## src/rtl/multicycle_controller_if.sv

```systemverilog
// Instruction/data memory handshake bundle.
interface multicycle_controller_if #(
  parameter int IW = 19
);
  logic [IW-1:0] instr;
  logic          imem_req;
  logic          imem_ack;
  logic          mem_read;
  logic          mem_write;
  logic          mem_ack;

  modport master (
    output imem_req, mem_read, mem_write,
    input  instr, imem_ack, mem_ack
  );

  modport slave (
    input  imem_req, mem_read, mem_write,
    output instr, imem_ack, mem_ack
  );
endinterface

```

## src/rtl/multicycle_controller.sv

```systemverilog
// Multi-cycle control FSM: FETCH/DECODE/EXEC/MEM/WB/HALT.
// Define CTRL_MEM_TIMEOUT_EN to abort stalled data-memory accesses.
module multicycle_controller #(
  parameter int IW           = 19,
  parameter int MEM_WAIT_MAX = 15
) (
  input  logic                   clock,
  input  logic                   rst,
  multicycle_controller_if.master bus,
  input  logic                   alu_zero,
  input  logic                   alu_carry,
  output logic [IW-1:0]          ir,
  output logic [2:0]             alu_fn,
  output logic [1:0]             shro_fn,
  output logic                   sel_alu_arg,
  output logic                   sel_r2,
  output logic [1:0]             sel_to_write,
  output logic                   reg_write,
  output logic                   pc_en,
  output logic                   pc_sel_jump,
  output logic                   Zero,
  output logic                   Carry,
  output logic                   halted,
  output logic                   err
);
  typedef enum logic [2:0] {
    S_FETCH, S_DECODE, S_EXEC,
    S_MEM, S_WB, S_HALT
  } state_t;

  typedef enum logic [3:0] {
    OP_ALU, OP_SHR, OP_LDM, OP_STM,
    OP_JMP, OP_BZ, OP_BC, OP_NOP,
    OP_HALT
  } op_t;

  state_t     state, next;
  op_t        op;
  logic [1:0] cls;
  logic [2:0] sub;
  logic       iack, mack;
  logic       ir_load, flag_load;
  logic       timeout;
  logic       imem_req, mem_read, mem_write;

  assign cls     = ir[IW-1:IW-2];
  assign sub     = ir[IW-3:IW-5];
  assign alu_fn  = sub;
  assign shro_fn = ir[IW-4:IW-5];
  assign halted  = (state == S_HALT);

  // rst wins over an ack arriving in the same cycle
  assign iack = bus.imem_ack & ~rst;
  assign mack = bus.mem_ack & ~rst;

  assign bus.imem_req  = imem_req;
  assign bus.mem_read  = mem_read;
  assign bus.mem_write = mem_write;

  always_comb begin
    op = OP_NOP;
    unique case (1'b1)
      !cls[1]:                      op = OP_ALU;
      cls == 2'b11 && !sub[2]:      op = OP_SHR;
      cls == 2'b11 && sub[2]:       op = OP_HALT;
      cls == 2'b10 && sub == 3'd0:  op = OP_LDM;
      cls == 2'b10 && sub == 3'd1:  op = OP_STM;
      cls == 2'b10 && sub == 3'd4:  op = OP_JMP;
      cls == 2'b10 && sub == 3'd5:  op = OP_BZ;
      cls == 2'b10 && sub == 3'd6:  op = OP_BC;
      default:                      op = OP_NOP;
    endcase
  end

`ifdef CTRL_MEM_TIMEOUT_EN
  localparam int CW = $clog2(MEM_WAIT_MAX + 1);
  logic [CW-1:0] wait_cnt;

  assign timeout = (state == S_MEM) && !bus.mem_ack
                && !rst && (wait_cnt == CW'(MEM_WAIT_MAX));

  always_ff @(posedge clock) begin
    if (rst) begin
      wait_cnt <= '0;
      err      <= 1'b0;
    end else begin
      if (state == S_EXEC)
        wait_cnt <= '0;
      else if (state == S_MEM && !bus.mem_ack)
        wait_cnt <= wait_cnt + 1'b1;
      if (timeout)
        err <= 1'b1;
    end
  end
`else
  assign timeout = 1'b0;
  assign err     = 1'b0;
`endif

  always_ff @(posedge clock) begin
    if (rst) begin
      state <= S_FETCH;
      ir    <= '0;
      Zero  <= 1'b0;
      Carry <= 1'b0;
    end else begin
      state <= next;
      if (ir_load)
        ir <= bus.instr;
      if (flag_load) begin
        Zero  <= alu_zero;
        Carry <= alu_carry;
      end
    end
  end

  always_comb begin
    next         = state;
    imem_req     = 1'b0;
    mem_read     = 1'b0;
    mem_write    = 1'b0;
    reg_write    = 1'b0;
    pc_en        = 1'b0;
    pc_sel_jump  = 1'b0;
    sel_alu_arg  = 1'b1;
    sel_r2       = 1'b1;
    sel_to_write = 2'b00;
    ir_load      = 1'b0;
    flag_load    = 1'b0;
    case (state)
      S_FETCH: begin
        imem_req = 1'b1;
        if (iack) begin
          ir_load = 1'b1;
          next    = S_DECODE;
        end
      end
      S_DECODE: next = S_EXEC;
      S_EXEC: begin
        next = S_FETCH;
        case (op)
          OP_ALU: begin
            reg_write   = 1'b1;
            sel_alu_arg = ~ir[IW-2];
            flag_load   = 1'b1;
            pc_en       = 1'b1;
          end
          OP_SHR: begin
            reg_write    = 1'b1;
            sel_to_write = 2'b01;
            pc_en        = 1'b1;
          end
          OP_JMP: begin
            pc_en       = 1'b1;
            pc_sel_jump = 1'b1;
          end
          OP_BZ: begin
            pc_en       = 1'b1;
            pc_sel_jump = Zero;
          end
          OP_BC: begin
            pc_en       = 1'b1;
            pc_sel_jump = Carry;
          end
          OP_LDM, OP_STM: next = S_MEM;
          OP_HALT:        next = S_HALT;
          default:        pc_en = 1'b1;
        endcase
      end
      S_MEM: begin
        if (timeout) begin
          pc_en = 1'b1;
          next  = S_FETCH;
        end else if (op == OP_LDM) begin
          mem_read = 1'b1;
          if (mack)
            next = S_WB;
        end else begin
          mem_write = 1'b1;
          sel_r2    = 1'b0;
          if (mack) begin
            pc_en = 1'b1;
            next  = S_FETCH;
          end
        end
      end
      S_WB: begin
        reg_write    = 1'b1;
        sel_to_write = 2'b10;
        pc_en        = 1'b1;
        next         = S_FETCH;
      end
      S_HALT: next = S_HALT;
      default: next = S_FETCH;
    endcase
  end
endmodule

```

## src/flat_wrapper.sv

```systemverilog
// flat-port wrapper written by rule: the top's interface ports become plain ports
module multicycle_controller_flat 
#(
  parameter int IW           = 19,
  parameter int MEM_WAIT_MAX = 15
)
  (clock, rst, alu_zero, alu_carry, ir, alu_fn, shro_fn, sel_alu_arg, sel_r2, sel_to_write, reg_write, pc_en, pc_sel_jump, Zero, Carry, halted, err, bus_imem_req, bus_mem_read, bus_mem_write, bus_instr, bus_imem_ack, bus_mem_ack);
  multicycle_controller_if #(.IW(IW)) bus_i ();
  input  logic clock;
  input  logic rst;
  input  logic alu_zero;
  input  logic alu_carry;
  output logic [IW-1:0] ir;
  output logic [2:0] alu_fn;
  output logic [1:0] shro_fn;
  output logic sel_alu_arg;
  output logic sel_r2;
  output logic [1:0] sel_to_write;
  output logic reg_write;
  output logic pc_en;
  output logic pc_sel_jump;
  output logic Zero;
  output logic Carry;
  output logic halted;
  output logic err;
  output wire logic [$bits(bus_i.imem_req)-1:0] bus_imem_req;
  output wire logic [$bits(bus_i.mem_read)-1:0] bus_mem_read;
  output wire logic [$bits(bus_i.mem_write)-1:0] bus_mem_write;
  input wire logic [$bits(bus_i.instr)-1:0] bus_instr;
  input wire logic [$bits(bus_i.imem_ack)-1:0] bus_imem_ack;
  input wire logic [$bits(bus_i.mem_ack)-1:0] bus_mem_ack;
  assign bus_imem_req = bus_i.imem_req;
  assign bus_mem_read = bus_i.mem_read;
  assign bus_mem_write = bus_i.mem_write;
  assign bus_i.instr = bus_instr;
  assign bus_i.imem_ack = bus_imem_ack;
  assign bus_i.mem_ack = bus_mem_ack;
  multicycle_controller #(.IW(IW), .MEM_WAIT_MAX(MEM_WAIT_MAX)) u_core (.clock(clock), .rst(rst), .bus(bus_i), .alu_zero(alu_zero), .alu_carry(alu_carry), .ir(ir), .alu_fn(alu_fn), .shro_fn(shro_fn), .sel_alu_arg(sel_alu_arg), .sel_r2(sel_r2), .sel_to_write(sel_to_write), .reg_write(reg_write), .pc_en(pc_en), .pc_sel_jump(pc_sel_jump), .Zero(Zero), .Carry(Carry), .halted(halted), .err(err));
endmodule
```

## config.mk

```make
export PLATFORM = sky130hd
export DESIGN_NAME = multicycle_controller_flat
export DESIGN_NICKNAME = d
export VERILOG_FILES = /design/src/rtl/multicycle_controller_if.sv /design/src/rtl/multicycle_controller.sv /design/src/flat_wrapper.sv
export SDC_FILE = /design/constraint.sdc
export NUM_CORES = 1
export LEC_CHECK = 0
export CORE_MARGIN = 2
export CORE_UTILIZATION = 35
export DETAILED_ROUTE_END_ITERATION = 7
export GPL_TIMING_DRIVEN = 0
export PLACE_DENSITY = 0.83
export REMOVE_ABC_BUFFERS = 1
export SLEW_MARGIN = 20
export SYNTH_ARGS = -nofsm -noshare
export SYNTH_HDL_FRONTEND = slang
export SYNTH_SLANG_ARGS = --single-unit
export TNS_END_PERCENT = 30
```

## constraint.sdc

```tcl
create_clock -name clock -period 1.39 [get_ports clock]
set_input_delay 0.278 -clock clock [delete_from_list [all_inputs] [get_ports clock]]
set_output_delay 0.278 -clock clock [all_outputs]
set_load 0.01 [all_outputs]
```

# Word-level counts from Yosys, hierarchy flattened
# Index checks and enable logic that the tools add are counted.
# Widths: inputs -> output; s select.
# word_totals
register_bits,24
out_inout_bits,38
elab_cells,73
input_bits,25
# op_classes
n_bitwise,4
n_reduce_logical,16
eq_ne,20
muxes,29
# ops
cell,count
$pmux 4 s8,1
$mux 1,18
$eq 3x3->1 const B,5
$pmux 3 s5,1
$eq 4x3->1 const B,3
$mux 3,4
$eq 4x2->1 const B,2
$logic_and 1x1->1,7
$eq 3x1->1 const B,2
$eq 3x2->1 const B,2
$logic_not 3->1,2
$pmux 1 s3,2
$pmux 3 s2,1
$eq 2x2->1 const B,2
$eq 4x1->1 const B,1
$eq 4x4->1 const B,1
$logic_not 4->1,1
$ne 2x1->1 const B,2
$pmux 2 s2,1
$reduce_or 2->1,2
$reduce_or 3->1,1
$and 1x1->1,2
$logic_not 1->1,2
$not 1->1,2
other kinds (2),2

# Longest topological paths before layout
# logic_depth
depth_word,7
ltp_mapped,7
ltp_nobuf,4

# Least setup slack after synthesis
# Ideal clock, no wire load.
# synth_path
path_type,flip-flop to output port
from,register u_core.ir[16]
to,output pc_en
path_buffers,1
t_required_ps,1112
path_stages_with_launch,6
arrival_ps,1393
path_slack_ps,-281
cell_sequence,dfxtp_1 -> clkbuf_1 -> nor4b_4 -> a211oi_2 -> a31oi_1 -> o21ai_0
# synth_via
elab_chain_len,7
word_cells_on_any_way,21
cone_classes,eq/ne: 7; mux: 4; reduce/logical: 10
# synth_rtl
element,line_no,text
"start, declared",multicycle_controller.sv:12,"output logic [IW-1:0] ir,"
"start signal, assigned",multicycle_controller.sv:109,ir <= bus.instr;
$eq 3x3->1 (tied with other cells),multicycle_controller.sv:70,cls == 2'b10 && sub == 3'd6: op = OP_BC;
$logic_and 1x1->1 (tied with other cells),multicycle_controller.sv:70,
$pmux 4 s8 (*),multicycle_controller.sv:62,unique case (1'b1)
$eq 4x2->1 (tied with other cells),multicycle_controller.sv:141,case (op)
$reduce_or 3->1 (no line),-,
$mux 1,multicycle_controller.sv:141,
$pmux 1 s3 (*),multicycle_controller.sv:130,case (state)
"end, declared",flat_wrapper.sv:20,output logic pc_en;
# Mark *: on every way between the ends. The rest lies on a longest branch, timed or not.

# Worst setup path after layout
# layout_path
from,register u_core.state[2]
to,output pc_sel_jump
# layout_via
elab_chain_len,2
# layout_rtl
element,line_no,text
"start, declared",multicycle_controller.sv:37,"state_t state, next;"
"start signal, assigned",multicycle_controller.sv:107,state <= next;
$eq 3x2->1,multicycle_controller.sv:130,
$mux 1,multicycle_controller.sv:130,
"end, declared",flat_wrapper.sv:21,output logic pc_sel_jump;
# Every way passes these cells.

==> impl_results.md <==
- Die ar.: 3894 µm²
- CTS Buffer Depth: 2
- Synthesized area per cell: 7.652 µm²
- R2R Setup Slk: -170 ps
- Net count, final: 261
- WL/cell: 14.48 µm
- Worst Setup Start Kind: register
- Post-route setup slack: -535.2 ps
- Antenna violations before repair: 0
- Io pins: 63
- Root Driver: clkbuf_4
- Hold Slack: 294.7 ps
- Pre-CTS setup slack: -1438 ps
- Arrival time worst endpoint: 1650 ps
- LEAKAGE: 1.152 nW
- Part of the cycle the worst path needs: 138.5%
- Failing checks: setup timing
- Final RePlAce weighted congestion: 0.8746
- RSZ-0062 raised after global routing: yes
- Worst hold path class: input pin to register
- Worst Path Max Fanout: 6
- Final non-filler cell total: 280
- Pins Over Slew Limit: 0
- Post-synth top cells: nand2_1, dfxtp_1, nor2_1, o21ai_1, o21ai_0
- Seq cells post-synth: 24
- Initial detailed-routing violation count: 69
- Vias in the first global route: 1219
- Final Core Density: 65.23%
- Fmax: 519.4 MHz
- Drt pass-1 iters: 4
- Die X: 62.40 µm
- Final hold vios: 0
- Fin crit period: 1925 ps
- EDFF count, synth: 0
- Drt via density: 4.964
- Top-count cell post-synth: nand2_1
- Number of H-tree levels: 1
- Site Rows: 21
- Gate Count Post-Synth: 156
- Final wirelength: 4055 µm
- First-pass GRT wire length: 5526 µm
- Initial Util: 36.05%
- Share of post-route cells with drive strength above 1: 32.91%
- Worst vdd ir: 0.4546 mV
- CP Data Required Time: 1110 ps
- Top_reg_cell synth: dfxtp_1
- Final Setup Violations: 15
- Drt drc: 0
- Fraction of registers with async set/reset: 0%
- Clock Skews: 1.856 ps
- Clock insertion delay at the later pin of the skew report: 300 ps
- Slew headroom: 65.95%
- Detail Placement HPWL: 2007 µm
- Total GRT Usage: 17.21%
- Synth top area share: 40.25%
- CP Capture Type: output port
- GRT overflow: 0
- Post-synthesis sequential area ratio: 40.25%
- Pwr dens: 787.4 nW/µm²
- Placed cells: 246
- Area leader, netlist: dfxtp_1
- Ys Warns: 0
- Hold buffer count at CTS: 0
- N_diodes: 0
- Ranking of synthesized cells by area: dfxtp_1, nand2_1, o21ai_1, buf_4, o21ai_0
- Worst slew pin tran: 497.9 ps
- Critical path class: register to output port
- CTS tree: yes
- CTS buffer count: 3
- Port Buffers: 61
- Sink Count: 24
- Area growth syn-to-layout: 80.92%
- Clock slew at reported path FFs: 120 ps
- Total number of vias: 1390
- CORE AREA: 3311 µm²
- Netlist cell types: 34
- Final antenna-violating net count: 0
- Synthesized area: 1194 µm²
- Die H: 62.40 µm
- Largest net degree at the start of global routing: 39
- Design Power: 1.700 mW
- Maxcap violations: 0
- Status: finished, violations left
[metal layers]
| metal | part of all wire [%] | track usage (%) |
|---|---|---|
| met5 | 0 | 0 |
| met4 | 0.94 | 5.278 |
| met3 | 6.2 | 4.865 |
| met2 | 50 | 29.30 |
| met1 | 43 | 21.03 |
[power breakdown]
| part | internal (mW) | switching [mW] | total [mW] |
|---|---|---|---|
| Sequential | 0.747 | 0.0514 | 0.799 |
| Clock | 0.101 | 0.192 | 0.293 |
| Combinational | 0.334 | 0.274 | 0.609 |
[flip-flops by register name, indices dropped and copies added, names as in the netlist]
register,flops
u_core.ir,19
u_core.Carry,1
u_core.state,3
u_core.Zero,1
[cell type report]
type | count | area [µm²]
well taps | 46 | 57.56
repair buffers | 86 | 839.6
inverters | 5 | 22.52
flip-flops and latches | 24 | 508.0
fillers | 298 | 1151
multi-input cells | 115 | 704.4
clock buffers | 3 | 22.52
repair inverters | 1 | 5.005
[repair_timing]
item | in CTS | in global routing
gates cloned | 1 | 5
pin swaps | 7 | 10
buffers inserted | 18 | 8
endpoints found under the setup margin | 58 | 57
resized for setup | 66 | 63
[kinds of logic (layout without fill, tap and decap cells)]
group           Yosys count  in the layout  synth area share, %
simple gates             71             76                28.51
flops                    24             24                40.25
mux                       2              2                1.677
buf+inv                  22             95                11.22
other cells               1              1               0.3142
compound gates           36             36                18.03
[worst max-delay path: stages, from the launching register on]
cell	delay (ps)
dfxtp_4	390
nor3b_4	210
nand2_1	100
or3_1	360
a31oi_1	130
buf_2	150
[stage by stage]
step	setup TNS, ps	instance area, µm²
global route	-6654	2160
finish	-4329	2160
floorplan	-6238	1079
detailed placement	-32530	1747
global placement	-32200	1747
CTS	-10960	1917
[final timing paths]
check,start,to,cells after the start
worst max register to register,u_core.state[1]$_SDFFE_PP0P_,u_core.state[2]$_SDFFE_PP0P_,5
worst max-delay path,u_core.state[2]$_SDFFE_PP0P_,pc_sel_jump,5
worst min-delay path,rst,u_core.Carry$_SDFFE_PP0P_,2
worst min register to register,u_core.ir[10]$_SDFFE_PP0P_,u_core.ir[10]$_SDFFE_PP0P_,2
[cell usage in the layout, fill, tap and decap left out, drive strengths merged, types with 5 or more instances in the layout]
cell type and instances:
nor2 12, and3 6, clkdlybuf4s50 26, o21ai 21, nand2 42, nor3 5, buf 37, clkbuf 5
dlymetal6s2s 20, dfxtp 24
Power figures use the tool's default switching activity.
